File: config.mk
export PLATFORM = sky130hd
export DESIGN_NAME = fifo_access_sched
export DESIGN_NICKNAME = d
export VERILOG_FILES = /design/src/rtl/fifo_access_sched.sv
export SDC_FILE = /design/constraint.sdc
export NUM_CORES = 1
export LEC_CHECK = 0
export ABC_AREA = 1
export ABC_CLOCK_PERIOD_IN_PS = 2100
export CAP_MARGIN = 20
export CORE_ASPECT_RATIO = 1.75
export CORE_MARGIN = 2
export CORE_UTILIZATION = 33
export DETAILED_ROUTE_END_ITERATION = 7
export PLACE_DENSITY = 0.78
export SYNTH_ARGS = -nofsm -noshare
export SYNTH_HDL_FRONTEND = slang
export SYNTH_SLANG_ARGS = --single-unit
File: constraint.sdc
create_clock -name clk -period 2.1 [get_ports clk]
set_input_delay 0.42 -clock clk [delete_from_list [all_inputs] [get_ports clk]]
set_output_delay 0.42 -clock clk [all_outputs]
set_load 0.02 [all_outputs]
File: src/rtl/fifo_access_sched.sv
// Arbitrates NREQ writers and one reader onto a single FIFO, never pushing and popping together.
// Optional per-writer starvation watchdog enabled by defining FIFO_SCHED_WDOG_EN.
module fifo_access_sched #(
   parameter int DW     = 8,
   parameter int NREQ   = 4,
   parameter int STARVE = 16
) (
   input  logic                 clk,
   input  logic                 rst,
   input  logic [NREQ-1:0]      wr_req,
   input  logic [NREQ*DW-1:0]   wr_data,
   output logic [NREQ-1:0]      wr_gnt,
   input  logic                 rd_req,
   output logic                 rd_gnt,
   output logic [DW-1:0]        rd_data,
   output logic                 fifo_push,
   output logic                 fifo_pop,
   output logic [DW-1:0]        fifo_data_wr,
   input  logic [DW-1:0]        fifo_data_rd,
   input  logic                 fifo_full,
   input  logic                 fifo_empty
`ifdef FIFO_SCHED_WDOG_EN
   ,
   output logic                 starve_err
`endif
);

   localparam int   PW      = (NREQ > 1) ? $clog2(NREQ) : 1;
   localparam logic LAST_WR = 1'b0;
   localparam logic LAST_RD = 1'b1;

   logic [PW-1:0] rr_ptr_q, rr_ptr_d;
   logic          last_op_q, last_op_d;
   logic [PW-1:0] pick;
   logic          found;
   logic          wr_cand, rd_cand;
   logic          do_wr, do_rd;
   int            idx;

   always_comb begin
      pick  = '0;
      found = 1'b0;
      idx   = 0;
      // Rotating search starting at rr_ptr; index folded back into 0..NREQ-1.
      for (int k = 0; k < NREQ; k++) begin
         idx = int'(rr_ptr_q) + k;
         if (idx >= NREQ) idx = idx - NREQ;
         if (!found && wr_req[idx]) begin
            found = 1'b1;
            pick  = PW'(idx);
         end
      end

      wr_cand = found & ~fifo_full;
      rd_cand = rd_req & ~fifo_empty;
      // On a tie the operation not performed last time wins.
      do_wr   = ~rst & wr_cand & (~rd_cand | (last_op_q == LAST_RD));
      do_rd   = ~rst & rd_cand & (~wr_cand | (last_op_q == LAST_WR));

      rr_ptr_d  = rr_ptr_q;
      last_op_d = last_op_q;
      if (do_wr) begin
         rr_ptr_d  = (pick == PW'(NREQ - 1)) ? '0 : pick + 1'b1;
         last_op_d = LAST_WR;
      end else if (do_rd) begin
         last_op_d = LAST_RD;
      end
   end

   always_ff @(posedge clk) begin
      if (rst) begin
         rr_ptr_q  <= '0;
         last_op_q <= LAST_RD;
      end else begin
         rr_ptr_q  <= rr_ptr_d;
         last_op_q <= last_op_d;
      end
   end

   genvar gi;
   generate
      for (gi = 0; gi < NREQ; gi++) begin : g_gnt
         assign wr_gnt[gi] = do_wr & (pick == PW'(gi));
      end
   endgenerate

   assign rd_gnt       = do_rd;
   assign fifo_push    = do_wr;
   assign fifo_pop     = do_rd;
   assign fifo_data_wr = do_wr ? wr_data[pick*DW +: DW] : '0;
   assign rd_data      = fifo_data_rd;

`ifdef FIFO_SCHED_WDOG_EN
   localparam int CW = $clog2(STARVE + 1);

   logic [CW-1:0]   wait_cnt_q [NREQ];
   logic [CW-1:0]   wait_cnt_d [NREQ];
   logic [NREQ-1:0] hit;
   logic            starve_err_q, starve_err_d;

   always_comb begin
      for (int i = 0; i < NREQ; i++) begin
         wait_cnt_d[i] = wait_cnt_q[i];
         if (!wr_req[i] || wr_gnt[i]) begin
            wait_cnt_d[i] = '0;
         end else if (!fifo_full && (wait_cnt_q[i] != CW'(STARVE))) begin
            wait_cnt_d[i] = wait_cnt_q[i] + 1'b1;
         end
         hit[i] = (wait_cnt_d[i] == CW'(STARVE));
      end
      starve_err_d = starve_err_q | (|hit);
   end

   always_ff @(posedge clk) begin
      if (rst) begin
         for (int i = 0; i < NREQ; i++) wait_cnt_q[i] <= '0;
         starve_err_q <= 1'b0;
      end else begin
         for (int i = 0; i < NREQ; i++) wait_cnt_q[i] <= wait_cnt_d[i];
         starve_err_q <= starve_err_d;
      end
   end

   assign starve_err = starve_err_q & ~rst;
`endif

endmodule

==> impl_metrics.env, run 1 <==
export IMPL_status="complete, but fails checks"
export IMPL_violations="setup timing"
export IMPL_wire_per_inst_microns=12.2
export IMPL_p_clk_share_pct=11.5
export IMPL_period_share_pct=118
export IMPL_syn_nets=252
export IMPL_grt_overflow=0
export IMPL_die_width_microns=47.1
export IMPL_fin_cells=319
export IMPL_ys_types=22
export IMPL_p_leak_nw=1.17
export IMPL_cp_max_fo=10
export IMPL_drtAntennaViolNets=0
export IMPL_cts_made_buffers=3
export IMPL_holdWs_ps=475
export IMPL_num_antenna_cells=0
export IMPL_clkLatencyLatePin_ps=220
export IMPL_initial_core_util_pct=34.2
export IMPL_final_layout_size_suffix_gt1_share_pct=47.8
export IMPL_fin_nets=330
export IMPL_comb_power_share_pct=83.3
export IMPL_seqPwrFrac_pct=5.1
export IMPL_critPathCaptureType="output pin"
export IMPL_grt_pass1_wl_microns=5400
export IMPL_worst_setup_path_type="flop to output pin"
export IMPL_multi_input_area_sq_um=957
export IMPL_drt_pass1_iterations=4
export IMPL_tightest_slew_ps=159
export IMPL_hold_viol=0
export IMPL_synth_area_leaders="nand2_1, inv_1, nand4_1"
export IMPL_seq_area_sq_um=65.1
export IMPL_cts_sinks=3
export IMPL_cts_tree="yes"
export IMPL_yosysTopAreaCell="nand2_1"
export IMPL_hp_class="flop to flop"
export IMPL_cts_buffer_depth=2
export IMPL_fill_cells=213
export IMPL_finalSetupViolations=15
export IMPL_max_freq_mhz=404
export IMPL_gp_congestion=0.896
export IMPL_yosysTopAreaCellShare_pct=17.8
export IMPL_drt_total_wl_microns=3890
export IMPL_min_from="last_op_q$_SDFFE_PP1P_"
export IMPL_mostFrequentLayoutCells="inv_1, clkdlybuf4s50_1, nand2_1"
export IMPL_place_inst=303
export IMPL_synth_seq_cells=3
export IMPL_avgSynthCellArea_sq_um=5.40
export IMPL_arrival_ps=2060
export IMPL_final_common_cell="inv_1"
export IMPL_yosysWarningCount=0
export IMPL_h_tree_depth=1
export IMPL_skew_ps=1.57
export IMPL_slew_violations=0
export IMPL_grt_max_degree=17
export IMPL_clk_pin_slew_ps=30
export IMPL_synth_area_sq_um=1070
export IMPL_avgViaCountPerCell=4.68
export IMPL_fin_ws_ps=-376
export IMPL_dp_final_hpwl_microns=2500
export IMPL_p_int_w=0.000806
export IMPL_syn_to_final_growth_pct=112
export IMPL_drt_iter0_markers=32
export IMPL_syn_instance_count=199
export IMPL_r2r_start="rr_ptr_q[0]$_SDFFE_PP0P_"
export IMPL_die_area_sq_um=3750
export IMPL_pwr_density_cell_nw_per_um2=649
export IMPL_switching_power_w=0.000674
export IMPL_min_period_ps=2480
export IMPL_numPortBuffers=55
export IMPL_num_vias=1494
export IMPL_rsz0062_at_grt="true"
export IMPL_cp_data_required_time_ps=1680
export IMPL_swShare_pct=45.5
export IMPL_ios=72
export IMPL_fp_coreArea_sq_um=3140
export IMPL_critical_path_startpoint="rr_ptr_q[0]$_SDFFE_PP0P_"
export IMPL_cap_viol_max_count=0
export IMPL_max_vdd_ir_drop_v=0.000366
export IMPL_antenna_found_initial=0
export IMPL_root_buffer="clkbuf_8"
export IMPL_fp_row_count=27
export IMPL_cp_start_kind="flop"
export IMPL_grt_pass1_vias=1305
export IMPL_grt_total_usage_pct=18.6
export IMPL_relSlewSlack_pct=89.4
export IMPL_ys_seq_area_share_pct=5.59
export IMPL_die_y_microns=79.5
export IMPL_drc=0
kinds of logic after synthesis:
group | Yosys count | share of synthesized area, %
and+or+nand+nor | 110 | 53.0
AOI/OAI and AO/OA | 14 | 6.87
adders and majority gates | 4 | 4.66
DFF | 3 | 5.59
buffers and inverters | 68 | 29.9
power groups by stage:
stage | sequential, W | clock (W) | combinational (W)
final | 0.0000762 | 0.000171 | 0.00123
after CTS | 0.0000719 | 0.000175 | 0.00101
after global placement | 0.0000712 | 0 | 0.000851
after floorplan | 0.0000697 | 0 | 0.000553
after detailed placement | 0.0000713 | 0 | 0.000854
after global routing | 0.0000771 | 0.000178 | 0.00133
worst max-delay path, cell delays in order, from the launching register on:
cell and delay, ps:
dfxtp_4 390, inv_6 70, nand2_1 90, nand2_1 100
nand2_2 90, nand2_2 60, nor2_4 130, nand3_4 120
buf_4 160, buf_6 110, nand2_4 60, nor2_4 40
inv_2 70, buf_12 150, a21oi_2 40, buf_4 150
layer usage:
layer / vias up / track usage, % / routed length (microns)
met1: 686 / 22.4 / 1480
met4: 0 / 5.56 / 13
met5: - / 0 / 0
met2: 34 / 33.7 / 2300
li1: 770 / - / -
met3: 4 / 0.226 / 99
final timing paths:
| kind | to | slack (ps) | depth (start not counted) |
|---|---|---|---|
| worst max-delay path | fifo_data_wr[7] | -380 | 15 |
| worst min-delay path | last_op_q$_SDFFE_PP1P_ | 480 | 2 |
| worst max register to register | rr_ptr_q[1]$_SDFFE_PP0P_ | 110 | 13 |
| worst min register to register | last_op_q$_SDFFE_PP1P_ | 480 | 2 |
synth_stat cells:
| cell type | n |
|---|---|
| nand2_2 | 6 |
| buf_4 | 9 |
| o21ai_1 | 2 |
| nand3_2 | 2 |
| nor2_1 | 4 |
| o21ai_0 | 1 |
| nor2_2 | 1 |
| a21oi_1 | 10 |
| a21oi_2 | 1 |
| nand3b_1 | 1 |
| buf_2 | 2 |
| nand2_1 | 51 |
| dfxtp_1 | 3 |
| nand2_4 | 2 |
| nand3_1 | 22 |
| ha_1 | 4 |
| nand4_1 | 18 |
| inv_2 | 5 |
| nand3_4 | 2 |
| nor2_4 | 1 |
| buf_6 | 4 |
| inv_1 | 48 |
sequential cells by signal, summed over array words and instances (netlist names):
signal,count
rr_ptr_q,2
last_op_q,1
cell type report:
class                   instances  area share, %
well taps                      43           2.36
repair buffers                 88           41.5
clock buffers                   4           1.98
flip-flops and latches          3           2.85
inverters                      53           9.28
multi-input cells             128           42.0
metrics by stage:
step | utilization [%] | setup slack, ps | total power [W] | instance area (sq um) | setup TNS, ps
floorplan | - | 7.60 | 0.000623 | 1130 | 0
global placement | 57.5 | -993 | 0.000922 | 1810 | -14100
detailed placement | 57.5 | -1020 | 0.000926 | 1810 | -14400
CTS | 63.4 | -379 | 0.00126 | 1990 | -4230
global route | 72.6 | -491 | 0.00159 | 2280 | -6570
finish | 72.6 | -376 | 0.00148 | 2280 | -5050
what timing repair did:
action	CTS	global route
cloned	1	2
buffers inserted	7	2
hold buffers	0	0
gates resized for setup	112	65
endpoints found under the hold margin	0	0
endpoints found under the setup margin	16	16
pin swaps	12	31
Note: power is estimated with default switching activity, not from simulation.
==> run 2: changes to the inputs <==
--- a/constraint.sdc
+++ b/constraint.sdc
@@ -3,2 +3,2 @@
 set_output_delay 0.42 -clock clk [all_outputs]
-set_load 0.02 [all_outputs]
+set_load 0.01 [all_outputs]
==> impl_metrics.env, run 2 (synthesized netlist as in run 1, its figures left out) <==
export IMPL_final_layout_size_suffix_gt1_share_pct=44.0
export IMPL_cp_max_fo=5
export IMPL_drtAntennaViolNets=0
export IMPL_regMostFlops="rr_ptr_q"
export IMPL_die_area_sq_um=3750
export IMPL_syn_to_final_growth_pct=98.5
export IMPL_rrSetupSlack_ps=200
export IMPL_h_tree_depth=1
export IMPL_cap_viol_max_count=0
export IMPL_num_antenna_cells=0
export IMPL_critical_path_cell_chain="buf_6 -> nand2_4 -> nand2_4 -> nand2_1 -> nand2_1 -> nand2_2 -> nand2_2 -> nand2_4 -> nand3_4 -> buf_12 -> nand2_2 -> nand3_2 -> a21oi_1 -> buf_2"
export IMPL_violations="setup timing"
export IMPL_max_stage_delay_ps=360
export IMPL_tns_ps=-4110
export IMPL_drt_total_wl_microns=4230
export IMPL_reg2reg_to="rr_ptr_q[1]$_SDFFE_PP0P_"
export IMPL_mostFrequentLayoutCells="inv_1, clkdlybuf4s50_1, nand2_1"
export IMPL_rsz0062_at_grt="true"
export IMPL_dp_final_hpwl_microns=2460
export IMPL_fill_cells=239
export IMPL_cts_sinks=3
export IMPL_slowest_stage="dfxtp_4"
export IMPL_worst_setup_path_type="flop to output pin"
export IMPL_arrival_ps=2070
export IMPL_gp_congestion=0.873
export IMPL_grt_overflow=0
export IMPL_reg2reg_depth=13
export IMPL_min_period_ps=2490
export IMPL_max_freq_mhz=401
export IMPL_cp_num_buf_inv=3
export IMPL_clk_pin_slew_ps=30
export IMPL_place_inst=303
export IMPL_endpoint="fifo_data_wr[2]"
export IMPL_num_vias=1595
export IMPL_ios=72
export IMPL_status="complete, but fails checks"
export IMPL_holdWs_ps=494
export IMPL_reg_top3="rr_ptr_q (2), last_op_q (1)"
export IMPL_cp_depth=14
export IMPL_period_share_pct=119
export IMPL_drc=0
export IMPL_fin_cells=325
export IMPL_cts_tree="yes"
export IMPL_numPortBuffers=55
export IMPL_drt_iter0_markers=35
export IMPL_cts_made_buffers=3
export IMPL_tightest_slew_ps=227
export IMPL_clkLatencyLatePin_ps=220
export IMPL_critical_path_startpoint="rr_ptr_q[0]$_SDFFE_PP0P_"
export IMPL_r2r_start="rr_ptr_q[0]$_SDFFE_PP0P_"
export IMPL_cp_start_kind="flop"
export IMPL_relSlewSlack_pct=84.7
export IMPL_largest_reg_flops=2
export IMPL_die_y_microns=79.5
export IMPL_p_leak_nw=1.13
export IMPL_fin_ws_ps=-391
export IMPL_grt_pass1_wl_microns=6970
export IMPL_slew_violations=0
export IMPL_final_common_cell="inv_1"
export IMPL_die_width_microns=47.1
export IMPL_max_vdd_ir_drop_v=0.000606
export IMPL_grt_max_degree=17
export IMPL_drt_pass1_iterations=4
export IMPL_fin_nets=336
export IMPL_hold_viol=0
export IMPL_root_buffer="clkbuf_8"
export IMPL_total_power_w=0.00132
export IMPL_skew_ps=1.63
export IMPL_path_delay_family="simple AND/OR/NAND/NOR gates"
export IMPL_grt_total_usage_pct=24.4
export IMPL_cts_buffer_depth=2
export IMPL_hp_class="flop to flop"
export IMPL_cp_data_required_time_ps=1680
export IMPL_fp_coreArea_sq_um=3140
export IMPL_critPathCaptureType="output pin"
export IMPL_avgViaCountPerCell=4.91
export IMPL_finalSetupViolations=15
export IMPL_pwr_density_cell_nw_per_um2=621
export IMPL_antenna_found_initial=0
export IMPL_wire_per_inst_microns=13.0
export IMPL_fp_row_count=27
export IMPL_grt_pass1_vias=1609
export IMPL_initial_core_util_pct=34.2
run 2: layout make-up:
type / instances / area [sq um] / area share (%)
Clock buffer: 4 / 45.0 / 2.11
Multi-Input combinational cell: 131 / 946 / 44.3
Sequential cell: 3 / 67.6 / 3.17
Inverter: 53 / 214 / 10.0
Timing Repair Buffer: 91 / 807 / 37.8
Tap cell: 43 / 53.8 / 2.52
run 2: worst min path at each step:
stage                                       from                     end  cells after the start
after floorplan           last_op_q$_SDFFE_PP1P_  last_op_q$_SDFFE_PP1P_                      2
after global placement    last_op_q$_SDFFE_PP1P_  last_op_q$_SDFFE_PP1P_                      2
after detailed placement  last_op_q$_SDFFE_PP1P_  last_op_q$_SDFFE_PP1P_                      2
after CTS                 last_op_q$_SDFFE_PP1P_  last_op_q$_SDFFE_PP1P_                      2
after global routing      last_op_q$_SDFFE_PP1P_  last_op_q$_SDFFE_PP1P_                      2
final                     last_op_q$_SDFFE_PP1P_  last_op_q$_SDFFE_PP1P_                      2
run 2: tightest hold or removal path, cell delays in order, from the launching register on:
cell,delay [ps]
dfxtp_1,350
a21oi_1,70
inv_1,40
run 2: what timing repair did:
| action | CTS | global route |
|---|---|---|
| setup buffers | 13 | 1 |
| setup endpoints to repair | 16 | 15 |
| pin swaps | 34 | 16 |
| gates resized for setup | 134 | 17 |
| gates cloned | 4 | 0 |
| hold buffers | 0 | 0 |
run 2: per-layer routing:
metal	track usage [%]	part of all wire, %
met5	0	0
met4	12.5	3.9
met3	4.30	5.8
met2	40.1	54
met1	28.6	37
run 2: metrics by stage:
step                util, %  setup WS, ps  area, sq um
finish                 67.9          -391         2130
global route           67.9          -434         2130
CTS                    66.1          -261         2080
detailed placement     54.6          -976         1710
global placement       54.6          -975         1710
floorplan                 -          40.0         1070
run 2: report_power, final:
part	internal, W	switching [W]	total (W)
sequential	0.0000648	0.0000109	0.0000757
combinational	0.000488	0.000589	0.00108
clock	0.000130	0.0000408	0.000171
